## config.mk

```make
export PLATFORM = sky130hd
export DESIGN_NAME = matmul_load_sequencer_flat
export DESIGN_NICKNAME = d
export VERILOG_FILES = /design/src/rtl/matmul_load_sequencer_if.sv /design/src/rtl/matmul_load_sequencer.sv /design/src/flat_wrapper.sv
export SDC_FILE = /design/constraint.sdc
export NUM_CORES = 1
export LEC_CHECK = 0
export CELL_PAD_IN_SITES_DETAIL_PLACEMENT = 0
export CELL_PAD_IN_SITES_GLOBAL_PLACEMENT = 1
export CORE_ASPECT_RATIO = 1.2
export CORE_MARGIN = 4
export CORE_UTILIZATION = 49
export CTS_CLUSTER_DIAMETER = 100
export DETAILED_ROUTE_END_ITERATION = 8
export DONT_BUFFER_PORTS = 1
export GPL_TIMING_DRIVEN = 0
export HOLD_SLACK_MARGIN = 0.05
export PLACE_DENSITY_LB_ADDON = 0.1
export SLEW_MARGIN = 40
export SYNTH_ARGS = -nofsm -noshare
export SYNTH_HDL_FRONTEND = slang
export SYNTH_SLANG_ARGS = --single-unit
```

## constraint.sdc

```tcl
create_clock -name clk -period 3.3 [get_ports clk]
set_clock_uncertainty 0.1 [all_clocks]
set_input_delay 0.66 -clock clk [delete_from_list [all_inputs] [get_ports clk]]
set_output_delay 0.66 -clock clk [all_outputs]
set_load 0.1 [all_outputs]
```

## src/rtl/matmul_load_sequencer_if.sv

```systemverilog
// matmul_load_sequencer_if
// Bundles the UART byte stream, the arm/release control pulses and the
// operand-memory write port of the load sequencer.
//   master : the sequencer (consumes rx/arm/release_req, drives writes/flags)
//   slave  : the surrounding system (UART, multiplier FSM, memories)
// The consumer "release" pulse is carried as release_req because release is
// a reserved word in SystemVerilog.
interface matmul_load_sequencer_if;
  logic       arm;
  logic       rx_valid;
  logic [7:0] rx_byte;
  logic       release_req;
  logic       wr_en_a;
  logic       wr_en_b;
  logic [7:0] wr_addr;
  logic [7:0] wr_data;
  logic       loaded_a;
  logic       loaded_b;
  logic       busy;
  logic       err;

  modport master (
    input  arm, rx_valid, rx_byte, release_req,
    output wr_en_a, wr_en_b, wr_addr, wr_data, loaded_a, loaded_b, busy, err
  );

  modport slave (
    output arm, rx_valid, rx_byte, release_req,
    input  wr_en_a, wr_en_b, wr_addr, wr_data, loaded_a, loaded_b, busy, err
  );
endinterface

```

## src/rtl/matmul_load_sequencer.sv

```systemverilog
// matmul_load_sequencer
// Loads the A then B operand memories (N = ROW*COLUMN bytes each, row-major)
// from one UART byte stream, raising loaded_a / loaded_b for the multiplier.
// A stalled sender is detected by an inter-byte gap counter (TIMEOUT cycles).
// Optional build macro CHECKSUM_EN: a trailing byte must equal the mod-256 sum
// of all 2N element bytes before the load is reported complete.
// Ports:
//   clk, rst  clock, asynchronous active-high reset
//   bus       matmul_load_sequencer_if.master
//             in : arm, rx_valid, rx_byte[7:0], release_req
//             out: wr_en_a, wr_en_b, wr_addr[7:0], wr_data[7:0],
//                  loaded_a, loaded_b, busy, err
module matmul_load_sequencer #(
  parameter int ROW     = 3,
  parameter int COLUMN  = 3,
  parameter int TIMEOUT = 100000
) (
  input  logic                           clk,
  input  logic                           rst,
  matmul_load_sequencer_if.master        bus
);
  localparam int N     = ROW * COLUMN;
  localparam int GAP_W = $clog2(TIMEOUT);
  localparam logic [7:0]       LAST_IDX = 8'(N - 1);
  // Expiry fires on the idle cycle that would take the gap count to TIMEOUT.
  localparam logic [GAP_W-1:0] GAP_LAST = GAP_W'(TIMEOUT - 1);

  typedef enum logic [2:0] {
    IDLE, LOAD_A, LOAD_B, DONE
`ifdef CHECKSUM_EN
    , CHK
`endif
  } state_t;

  state_t           state_q, state_d;
  logic [7:0]       idx_q, idx_d;
  logic [GAP_W-1:0] gap_q, gap_d;
  logic             we_a_q, we_a_d, we_b_q, we_b_d;
  logic [7:0]       addr_q, addr_d, data_q, data_d;
  logic             la_q, la_d, lb_q, lb_d, err_q, err_d;
  logic             abort;
`ifdef CHECKSUM_EN
  logic [7:0]       sum_q, sum_d;
`endif

  always_ff @(posedge clk or posedge rst) begin
    if (rst) begin
      state_q <= IDLE;
      idx_q   <= '0;
      gap_q   <= '0;
      we_a_q  <= 1'b0;
      we_b_q  <= 1'b0;
      addr_q  <= '0;
      data_q  <= '0;
      la_q    <= 1'b0;
      lb_q    <= 1'b0;
      err_q   <= 1'b0;
`ifdef CHECKSUM_EN
      sum_q   <= '0;
`endif
    end else begin
      state_q <= state_d;
      idx_q   <= idx_d;
      gap_q   <= gap_d;
      we_a_q  <= we_a_d;
      we_b_q  <= we_b_d;
      addr_q  <= addr_d;
      data_q  <= data_d;
      la_q    <= la_d;
      lb_q    <= lb_d;
      err_q   <= err_d;
`ifdef CHECKSUM_EN
      sum_q   <= sum_d;
`endif
    end
  end

  always_comb begin
    state_d = state_q;
    idx_d   = idx_q;
    gap_d   = gap_q;
    we_a_d  = 1'b0;
    we_b_d  = 1'b0;
    addr_d  = addr_q;
    data_d  = data_q;
    la_d    = la_q;
    lb_d    = lb_q;
    err_d   = err_q;
    abort   = 1'b0;
`ifdef CHECKSUM_EN
    sum_d   = sum_q;
`endif
    case (state_q)
      IDLE: begin
        if (bus.arm) begin
          state_d = LOAD_A;
          idx_d   = '0;
          gap_d   = '0;
          err_d   = 1'b0;
`ifdef CHECKSUM_EN
          sum_d   = '0;
`endif
        end
      end
      LOAD_A, LOAD_B: begin
        // A byte arriving on the expiry cycle is still taken.
        if (bus.rx_valid) begin
          gap_d  = '0;
          addr_d = idx_q;
          data_d = bus.rx_byte;
          we_a_d = (state_q == LOAD_A);
          we_b_d = (state_q == LOAD_B);
`ifdef CHECKSUM_EN
          sum_d  = sum_q + bus.rx_byte;
`endif
          if (idx_q == LAST_IDX) begin
            idx_d = '0;
            if (state_q == LOAD_A) begin
              la_d    = 1'b1;
              state_d = LOAD_B;
            end else begin
              lb_d    = 1'b1;
`ifdef CHECKSUM_EN
              state_d = CHK;
`else
              state_d = DONE;
`endif
            end
          end else begin
            idx_d = idx_q + 8'd1;
          end
        end else if (gap_q == GAP_LAST) begin
          abort = 1'b1;
        end else begin
          gap_d = gap_q + 1'b1;
        end
      end
`ifdef CHECKSUM_EN
      CHK: begin
        // Trailer byte is compared only, never written to memory.
        if (bus.rx_valid) begin
          gap_d = '0;
          if (bus.rx_byte == sum_q) state_d = DONE;
          else                      abort   = 1'b1;
        end else if (gap_q == GAP_LAST) begin
          abort = 1'b1;
        end else begin
          gap_d = gap_q + 1'b1;
        end
      end
`endif
      DONE: begin
        if (bus.release_req) begin
          state_d = IDLE;
          la_d    = 1'b0;
          lb_d    = 1'b0;
        end
      end
      default: state_d = IDLE;
    endcase
    if (abort) begin
      err_d   = 1'b1;
      state_d = IDLE;
      la_d    = 1'b0;
      lb_d    = 1'b0;
      idx_d   = '0;
      gap_d   = '0;
    end
  end

  assign bus.wr_en_a  = we_a_q;
  assign bus.wr_en_b  = we_b_q;
  assign bus.wr_addr  = addr_q;
  assign bus.wr_data  = data_q;
  assign bus.loaded_a = la_q;
  assign bus.loaded_b = lb_q;
  assign bus.err      = err_q;
`ifdef CHECKSUM_EN
  assign bus.busy = (state_q == LOAD_A) || (state_q == LOAD_B) || (state_q == CHK);
`else
  assign bus.busy = (state_q == LOAD_A) || (state_q == LOAD_B);
`endif
endmodule

```

## src/flat_wrapper.sv

```systemverilog
// flat-port wrapper written by rule: the top's interface ports become plain ports
module matmul_load_sequencer_flat 
#(
  parameter int ROW     = 3,
  parameter int COLUMN  = 3,
  parameter int TIMEOUT = 100000
)
  (clk, rst, bus_arm, bus_rx_valid, bus_rx_byte, bus_release_req, bus_wr_en_a, bus_wr_en_b, bus_wr_addr, bus_wr_data, bus_loaded_a, bus_loaded_b, bus_busy, bus_err);
  matmul_load_sequencer_if bus_i ();
  input  logic clk;
  input  logic rst;
  input wire logic [$bits(bus_i.arm)-1:0] bus_arm;
  input wire logic [$bits(bus_i.rx_valid)-1:0] bus_rx_valid;
  input wire logic [$bits(bus_i.rx_byte)-1:0] bus_rx_byte;
  input wire logic [$bits(bus_i.release_req)-1:0] bus_release_req;
  output wire logic [$bits(bus_i.wr_en_a)-1:0] bus_wr_en_a;
  output wire logic [$bits(bus_i.wr_en_b)-1:0] bus_wr_en_b;
  output wire logic [$bits(bus_i.wr_addr)-1:0] bus_wr_addr;
  output wire logic [$bits(bus_i.wr_data)-1:0] bus_wr_data;
  output wire logic [$bits(bus_i.loaded_a)-1:0] bus_loaded_a;
  output wire logic [$bits(bus_i.loaded_b)-1:0] bus_loaded_b;
  output wire logic [$bits(bus_i.busy)-1:0] bus_busy;
  output wire logic [$bits(bus_i.err)-1:0] bus_err;
  assign bus_i.arm = bus_arm;
  assign bus_i.rx_valid = bus_rx_valid;
  assign bus_i.rx_byte = bus_rx_byte;
  assign bus_i.release_req = bus_release_req;
  assign bus_wr_en_a = bus_i.wr_en_a;
  assign bus_wr_en_b = bus_i.wr_en_b;
  assign bus_wr_addr = bus_i.wr_addr;
  assign bus_wr_data = bus_i.wr_data;
  assign bus_loaded_a = bus_i.loaded_a;
  assign bus_loaded_b = bus_i.loaded_b;
  assign bus_busy = bus_i.busy;
  assign bus_err = bus_i.err;
  matmul_load_sequencer #(.ROW(ROW), .COLUMN(COLUMN), .TIMEOUT(TIMEOUT)) u_core (.clk(clk), .rst(rst), .bus(bus_i));
endmodule
```

==> results of run 1 <==
## synthesized netlist by cell type, drive strengths merged, types with 2 or more instances
cell / instances
or2: 2
nor2b: 10
and3: 9
clkbuf: 3
buf: 3
or4: 6
o32ai: 2
or3: 11
nand3: 4
nand4b: 2
mux2i: 2
nor2: 9
nand2: 16
o31ai: 5
a21oi: 16
nor4: 3
and2: 2
mux2: 15
nor3: 3
dfrtp: 48
o21ai: 21
ha: 8
a22o: 8
inv: 10
nand2b: 3
## repair_timing
item                                   4_1_cts  5_1_grt
setup endpoints to repair                   16        8
pin swaps                                    0        0
hold buffers                                 1        0
endpoints found under the hold margin        4        0
gates resized for setup                      1        1
## per-layer routing
metal	up-vias	GRT usage [%]	wire length, um
met5	-	0	0
met4	0	6.32	76
met3	8	3.91	147
met2	29	32.4	2850
met1	916	20.0	2070
li1	878	-	-
## critical path, delay by kind of cell (launching register included)
kind	cells	cell delay, ns
buf+inv	5	1.05
fa+ha+maj	1	0.47
compound gates	2	0.47
flops	1	0.41
simple gates	1	0.36
## worst max path at each step
stage	end	slack, ns	cells past startpoint	start
global route	u_core.gap_q[1]	0.08	9	u_core.state_q[1]
finish	u_core.gap_q[1]	0.32	9	u_core.state_q[0]
CTS	u_core.gap_q[1]	0.09	9	u_core.state_q[1]
global placement	u_core.gap_q[1]	-0.02	9	u_core.state_q[0]
detailed placement	u_core.gap_q[1]	-0.13	9	u_core.state_q[0]
floorplan	u_core.gap_q[3]	0.18	9	u_core.state_q[0]
## area by class of cell
| cell class | count | area, um^2 |
|---|---|---|
| Fill cell | 407 | 1970 |
| Sequential cell | 48 | 1220 |
| Multi-Input combinational cell | 167 | 1180 |
| Timing Repair Buffer | 6 | 90.1 |
| Clock buffer | 6 | 82.6 |
| Tap cell | 58 | 72.6 |
| Inverter | 10 | 40.0 |
| Buffer | 6 | 31.3 |
| Clock inverter | 2 | 10.0 |
## through the flow
step / util (%) / cells / setup slack, ns / TNS [ns]
final: 58.1 / 303 / 0.318 / 0
after global routing: 58.1 / 303 / 0.0756 / 0
after CTS: 56.9 / 301 / 0.0881 / 0
after detailed placement: 54.6 / 292 / -0.134 / -0.490
after global placement: 53.4 / 289 / -0.0242 / -0.0242
after floorplan: - / 231 / 0.185 / 0
## registers in the layout (all words and copies together) (netlist names)
name	count
u_core.bus.wr_addr	8
u_core.bus.wr_en_b	1
u_core.gap_q	17
u_core.idx_q	8
u_core.bus.wr_data	8
u_core.state_q	2
u_core.bus.err	1
u_core.bus.loaded_b	1
u_core.bus.loaded_a	1
u_core.bus.wr_en_a	1
## kinds of logic (layout without fill, tap and decap cells)
group / Yosys count / after routing
fa+ha+maj: 8 / 8
flops: 48 / 48
buf+inv: 16 / 30
simple gates: 85 / 85
mux: 17 / 17
compound gates: 57 / 57
==> out/metrics.csv, run 1 <==
metric;value;unit
Routability Congestion;0.800;
first-pass GRT wire length;8.78;mm
vias in the first global route;1925;
post-synthesis mux area share;7.76;%
Die X;72.4;um
routed vias;1831;
clock-pin slew on the worst setup and hold paths;0.08;ns
WL final;5.14;mm
CP Capture Type;flop;
Fin. Hold Viols;0;
flop2flop setup slack;0.32;ns
worst-skew pair later-pin latency;0.30;ns
CP arrival;3.07;ns
DP Area;2560;um^2
adder-cell share of the synthesized area;4.11;%
antenna diode count;0;
CTS Buf Count;5;
Final setup violation count;0;
CP max stage delay;0.47;ns
min Tclk post-route;2.98;ns
HP Class;in -> reg;
DRT Pass-1 Iters;4;
CTS tree;done;
area leader, netlist;dfrtp_1;
Final #Nets;265;
Yosys Warn Count;0;
total core area;4700;um^2
Gate Count Post-Synth;231;
DRT iter0 DRCs;97;
antenna violations before repair;0;
critical path peak fanout;10;
GRT Total Usage;17.8;%
H-tree Lvls;2;
Setup Fix Bufs, Post-CTS;0;
async set-reset flop share out of synthesis;100;%
fmax;0.335;GHz
row cnt;27;
Worst R2R End;u_core.gap_q[1];
Slew HR;41.0;%
Avg Inst Size Synth;10.5;um^2
drt drc;0;
EDFF count, synth;0;
layout cells sized above 1;22.0;%
FF-to-FF Start;u_core.state_q[0];
die height;85.2;um
largest net degree at the start of global routing;45;
Wirelength per Cell;17.0;um
ANT nets after route;0;
most frequent cells in the layout;dfrtp_1 (32), o21ai_1 (17), nand2_1 (16), dfrtp_2 (16);
clk buf depth;2;
Synth area leaders;dfrtp_1 (49%), mux2_2 (6.9%), ha_1 (4.1%);
Final Cell Area;2730;um^2
area grow syn2layout;11.9;%
commonest non-fill, non-tap cell in the layout;dfrtp_1;
hpwl dp;3.87;mm
# port buffers;0;
distinct cell type count after synthesis;43;
hold path start;bus_rx_valid;
critical-path cell list;inv_1, ha_4, buf_2, inv_1, nor4_4, a21oi_2, clkbuf_1, clkbuf_1, o41ai_1;
GRT overflow;0;
Cell Area, Synth;2440;um^2
CP startpoint kind;flop;
hold_ws;0.361;ns
Synth Area in XOR/XNOR;0;%
Hold Path Stages;1;
clock sinks;48;
ys flop type;dfrtp_1;
Mapped Nets;252;
Starting Density;51.9;%
FF-to-FF path depth;9;
status;finished, final reports clean;
CTS Root Cell;clkbuf_8;
Die ar.;6170;um^2
routed vias/inst;6.04;
Crit Path Class;reg -> reg;
Max Cap Violations;0;
CP max-delay cell;ha_4;
I/O pin count;35;
Post-Synth Simple-Gate Area;21.1;%
Worst EP required;3.39;ns
largest family of logic cells by synthesized area;simple AND/OR/NAND/NOR gates;
crit share post-route;90.4;%
synthesized flop and latch total;48;
Seq/Total Area, Yosys;49.3;%
Hold EP;u_core.gap_q[1];
RSZ-0062 raised after global routing;no;
top cell type's share of synthesized area;49.3;%
post-synthesis compound-gate area fraction;14.9;%
Slew @ Worst Pin;0.886;ns
Max Slew Vio Count;0;
Power of run 1 is not shown: default switching activity piles up to over one toggle a cycle in this logic, so the estimate is an artifact.
==> run 2, diff against run 1 <==
--- a/config.mk
+++ b/config.mk
@@ -14,7 +14,7 @@
 export DETAILED_ROUTE_END_ITERATION = 8
 export DONT_BUFFER_PORTS = 1
 export GPL_TIMING_DRIVEN = 0
-export HOLD_SLACK_MARGIN = 0.05
+export HOLD_SLACK_MARGIN = 0.15
 export PLACE_DENSITY_LB_ADDON = 0.1
 export SLEW_MARGIN = 40
 export SYNTH_ARGS = -nofsm -noshare
==> results of run 2 <==
The final DEF is identical to that of run 1; final timing and power are the same.
Power of run 2 is left out for the same reason.
